==> src/rtl/walk_arbiter_pkg.sv <==
// rtl/walk_arbiter_pkg.sv - shared state enum, default timing constants and sizing helper for walk_arbiter
package walk_arbiter_pkg;

    typedef enum logic [1:0] {
        IDLE   = 2'd0,
        WALK_X = 2'd1,
        WALK_Y = 2'd2,
        CLEAR  = 2'd3
    } walk_state_t;

    localparam int WALK_CYCLES_DEF  = 8;
    localparam int CLEAR_CYCLES_DEF = 2;

    function automatic int max2(input int a, input int b);
        return (a > b) ? a : b;
    endfunction

endpackage

==> src/rtl/walk_btn_sync.sv <==
// rtl/walk_btn_sync.sv - two-flop synchronizer for one pedestrian button
module walk_btn_sync (
    input  logic clk,
    input  logic rst,
    input  logic d,
    output logic q
);

    logic meta;

    always_ff @(posedge clk or posedge rst) begin
        if (rst) begin
            meta <= 1'b0;
            q    <= 1'b0;
        end else begin
            meta <= d;
            q    <= meta;
        end
    end

endmodule

==> src/rtl/walk_arbiter.sv <==
// rtl/walk_arbiter.sv - two-crossing pedestrian walk arbiter with round-robin tie break
// Optional button synchronizers enabled by macro WALK_ARB_SYNC_EN.
module walk_arbiter
    import walk_arbiter_pkg::*;
#(
    parameter int WALK_CYCLES  = WALK_CYCLES_DEF,
    parameter int CLEAR_CYCLES = CLEAR_CYCLES_DEF
) (
    input  logic clk,
    input  logic rst,
    input  logic btn_x,
    input  logic btn_y,
    output logic walk_x,
    output logic walk_y,
    output logic busy
);

    localparam int CW = $clog2(max2(WALK_CYCLES, CLEAR_CYCLES) + 1);
    localparam logic [CW-1:0] WALK_LOAD  = CW'(WALK_CYCLES - 1);
    localparam logic [CW-1:0] CLEAR_LOAD = CW'(CLEAR_CYCLES - 1);

    logic btn_x_s;
    logic btn_y_s;

`ifdef WALK_ARB_SYNC_EN
    walk_btn_sync u_sync_x (
        .clk (clk),
        .rst (rst),
        .d   (btn_x),
        .q   (btn_x_s)
    );

    walk_btn_sync u_sync_y (
        .clk (clk),
        .rst (rst),
        .d   (btn_y),
        .q   (btn_y_s)
    );
`else
    assign btn_x_s = btn_x;
    assign btn_y_s = btn_y;
`endif

    walk_state_t   state, state_n;
    logic [CW-1:0] cnt, cnt_n;
    logic          pend_x, pend_x_n;
    logic          pend_y, pend_y_n;
    logic          last_y, last_y_n;
    logic          grant_x;

    // last_y set means Y was served most recently, so X wins the next tie
    assign grant_x = pend_x && (!pend_y || last_y);

    always_ff @(posedge clk or posedge rst) begin
        if (rst) begin
            state  <= IDLE;
            cnt    <= '0;
            pend_x <= 1'b0;
            pend_y <= 1'b0;
            last_y <= 1'b1;
            walk_x <= 1'b0;
            walk_y <= 1'b0;
            busy   <= 1'b0;
        end else begin
            state  <= state_n;
            cnt    <= cnt_n;
            pend_x <= pend_x_n;
            pend_y <= pend_y_n;
            last_y <= last_y_n;
            walk_x <= (state_n == WALK_X);
            walk_y <= (state_n == WALK_Y);
            busy   <= (state_n != IDLE);
        end
    end

    always_comb begin
        state_n  = state;
        cnt_n    = cnt;
        last_y_n = last_y;

        case (state)
            IDLE: begin
                if (pend_x || pend_y) begin
                    state_n  = grant_x ? WALK_X : WALK_Y;
                    cnt_n    = WALK_LOAD;
                    last_y_n = !grant_x;
                end
            end
            WALK_X, WALK_Y: begin
                if (cnt == '0) begin
                    state_n = CLEAR;
                    cnt_n   = CLEAR_LOAD;
                end else begin
                    cnt_n = cnt - 1'b1;
                end
            end
            CLEAR: begin
                if (cnt != '0) begin
                    cnt_n = cnt - 1'b1;
                end else if (pend_x || pend_y) begin
                    state_n  = grant_x ? WALK_X : WALK_Y;
                    cnt_n    = WALK_LOAD;
                    last_y_n = !grant_x;
                end else begin
                    state_n = IDLE;
                    cnt_n   = '0;
                end
            end
            default: begin
                state_n = IDLE;
                cnt_n   = '0;
            end
        endcase
    end

    // Presses on the crossing already walking are dropped; the grant edge clears the bit it serves
    always_comb begin
        pend_x_n = pend_x | (btn_x_s && (state != WALK_X));
        pend_y_n = pend_y | (btn_y_s && (state != WALK_Y));
        if ((state_n == WALK_X) && (state != WALK_X)) begin
            pend_x_n = 1'b0;
        end
        if ((state_n == WALK_Y) && (state != WALK_Y)) begin
            pend_y_n = 1'b0;
        end
    end

endmodule

==> config.mk <==
export PLATFORM = sky130hd
export DESIGN_NAME = walk_arbiter
export DESIGN_NICKNAME = d
export VERILOG_FILES = /design/src/rtl/walk_arbiter_pkg.sv /design/src/rtl/walk_btn_sync.sv /design/src/rtl/walk_arbiter.sv
export SDC_FILE = /design/constraint.sdc
export NUM_CORES = 1
export LEC_CHECK = 0
export ABC_CLOCK_PERIOD_IN_PS = 1800
export CAP_MARGIN = 20
export CORE_UTILIZATION = 49
export DETAILED_ROUTE_END_ITERATION = 6
export HOLD_SLACK_MARGIN = 0.03
export PLACE_DENSITY = 0.72
export SYNTH_ARGS = -nofsm -noshare
export SYNTH_HDL_FRONTEND = slang
export SYNTH_SLANG_ARGS = --single-unit
==> constraint.sdc <==
create_clock -name clk -period 1.8 [get_ports clk]
set_input_delay 0.45 -clock clk [delete_from_list [all_inputs] [get_ports clk]]
set_output_delay 0.45 -clock clk [all_outputs]
set_load 0.05 [all_outputs]
==> metrics.md <==
| Metric | Value |
|---|---|
| Antenna Nets Post-Route | `0` |
| Final Wtd Congestion | `0.7915` |
| P&R area growth vs syn | `29.85%` |
| Max H-tree Level | `1` |
| Layout cells sized above 1 | `0.3404` |
| Die Y | `41.24 um` |
| Worst Skew | `0.007338 ns` |
| Wire length per cell | `14.19 um` |
| Final Hold Fails | `0` |
| Startpoint types | `flip-flop` |
| Critical path's top delay family | `compound AO/OA/AOI/OAI gates` |
| Residual DRC count | `0` |
| Largest net degree at the start of global routing | `13` |
| Avg Cell Area, Syn | `10.20 um^2` |
| Most numerous cell in the Yosys netlist | `dfrtp_1` |
| Reg2Reg Setup Slack | `0.06 ns` |
| First-pass GRT wire length | `2283 um` |
| Asr flop ratio synth | `1.000` |
| Post-synthesis register bit count | `12` |
| Leak | `0.4325 nW` |
| Core area | `0.001366 mm^2` |
| Clock-pin slew reported for the worst setup and hold paths after clock tree synthesis | `0.09 ns` |
| Sequential-to-total area share from yosys stat | `0.3997` |
| Fin cells | `109` |
| Final hold slack | `0.4672 ns` |
| IO Pins | `7` |
| Post-synth top cells | `dfrtp_1 (11), ha_1 (7), inv_1 (7)` |
| Diodes inserted | `0` |
| Initial antenna violation count | `0` |
| Maximum clock path buffer count | `2` |
| # rows | `13` |
| Buf+Inv Stages, Crit Path | `1` |
| DIE WIDTH | `41.24 um` |
| Most used flip-flop cell after synthesis | `dfrtp_1` |
| GR Util met3 | `0.07065` |
| Post-route cell area | `979.7 um^2` |
| FF-to-FF End | `pend_y` |
| Vias in the first global route | `560` |
| Worst path max stage delay | `0.41 ns` |
| Distinct cells, synth | `28` |
| RR Startpoint | `cnt[0]` |
| Final worst-path cycle share | `0.9650` |
| Fin crit period | `1.737 ns` |
| Root buffer cell | `clkbuf_4` |
| Cell area after placement | `893.4 um^2` |
| Hpwl dp | `1094 um` |
| Ranking of synthesized cells by area | `dfrtp_1 (36%), ha_1 (12%), a21oi_1 (4.0%)` |
| Cells on worst reg2reg path | `6` |
| Most used routing layer | `met2` |
| Post-synthesis instance total | `74` |
| Synth Warn # | `0` |
| Cells after DPL | `104` |
| Synthesized Nets | `85` |
| Via density | `5.752` |
| Setup Viol. Count Final | `0` |
| Least-Margin Pin Slew | `0.4591 ns` |
| Die footprint | `0.001701 mm^2` |
| Synth Cell Area | `754.5 um^2` |
| Met1 usage | `0.2290` |
| TritonRoute pass-1 iters | `4` |
| Maximum VDD drop | `1111 uV` |
| GRT Util Overall | `0.2136` |
| Critical Path AT | `1.90 ns` |
| Max-slew violations | `0` |
| Relative slew slack | `0.6936` |
| Status | `finished, final reports clean` |
| Crit Path Class | `flip-flop to flip-flop` |
| Routed wire length | `1547 um` |
| Number of max-cap violations | `0` |
| Pwr dens | `2123 mW/mm^2` |
| HP Class | `input port to async pin` |
| Clock latency on the worst-skew pair | `0.28 ns` |
| Worst-path cell chain | `inv_2 > ha_4 > nor3b_4 > nor2_1 > o31a_1 > o32a_1` |
| CP max stage cell | `dfrtp_1` |
| CTS tree | `done` |
| # hold bufs at CTS | `0` |
| Post-synth EDFFs | `0` |
| Synth area leader | `dfrtp_1` |
| Worst Path Required | `1.97 ns` |
| Grt ovf | `0` |
| F_max | `575.7 MHz` |
| Setup_tns | `0 ns` |
| NumNets Final | `106` |
| IO Port Bufs | `6` |
| Clock Sinks | `12` |
| Filler Cells Inserted | `102` |
| Final Total Pwr | `2.080 mW` |
| Critical Path Fanout Max | `4` |
| Num CTS Buffers | `3` |
| Initial Utilization | `0.5522` |
| CP Capture Type | `flip-flop` |
| Via count | `627` |
| Met2 track demand over resource | `0.3711` |
| Share of the synthesized area in the top cell type | `0.3648` |
| DR iter-0 viols | `12` |
placed cells by master (no fill, tap or decap), types with 2 or more instances in the layout:
cell type and instances:
or3_1 2, inv_1 3, nand2_1 6, a31oi_1 2, a22oi_1 2, and2_1 2, a21oi_1 6, ha_1 5
nor2_1 5, inv_2 4, o21ai_0 4, nor2b_1 3, clkdlybuf4s50_1 3, buf_4 13, dfrtp_1 11, clkbuf_4 3
ha_4 2
per-stage QoR:
stage                       util  setup slack [ns]
after floorplan                -          0.001246
after global placement    0.6538           0.01866
after detailed placement  0.6538          -0.03019
after CTS                 0.7005          0.001552
after global routing      0.7170         -0.003993
final                     0.7170           0.06293
power by group:
part           internal, mW  switching (mW)
Sequential            0.406           0.134
Clock                 0.123           0.102
Combinational         0.639           0.675
Total                  1.17           0.911
cell families (layout without fill, tap and decap cells):
kind of cell	Yosys count	in the layout	synth area share
compound gates	22	22	0.2438
mux	1	1	0.01492
buf+inv	7	27	0.03483
flops	12	12	0.3997
simple gates	25	25	0.1907
fa+ha+maj	7	7	0.1161
sequential cells by signal (all words and copies together) (netlist names):
name    flops
last_y      1
pend_y      1
walk_x      1
pend_x      1
walk_y      1
cnt         4
busy        1
state       2
worst max path at each step:
stage | endpoint | startpoint | cells after the start | slack, ns
2_1_floorplan | pend_y | state[0] | 6 | 0.001
3_3_place_gp | pend_y | state[0] | 6 | 0.02
3_5_place_dp | pend_y | state[0] | 6 | -0.03
4_1_cts | pend_y | state[0] | 6 | 0.002
5_1_grt | pend_y | cnt[1] | 6 | -0.004
6_report | pend_y | cnt[0] | 6 | 0.06
routing by layer:
layer | vias to the layer above | wire length, um
met3 | 4 | 53
met5 | - | 0
met4 | 0 | 19
met1 | 306 | 688
met2 | 15 | 785
li1 | 302 | -
final cells by class:
class                   instances  area [um^2]  area share
flip-flops and latches         12        301.5      0.3078
clock buffers                   4        36.28     0.03704
repair buffers                 16        127.6      0.1303
well taps                      15        18.77     0.01916
multi-input cells              55        469.2      0.4789
inverters                       7        26.28     0.02682
timing repair:
item	CTS	global route
pin swaps	2	3
buffers inserted	0	1
setup endpoints to repair	2	4
resized for setup	5	5
Power figures use the tool's default switching activity.
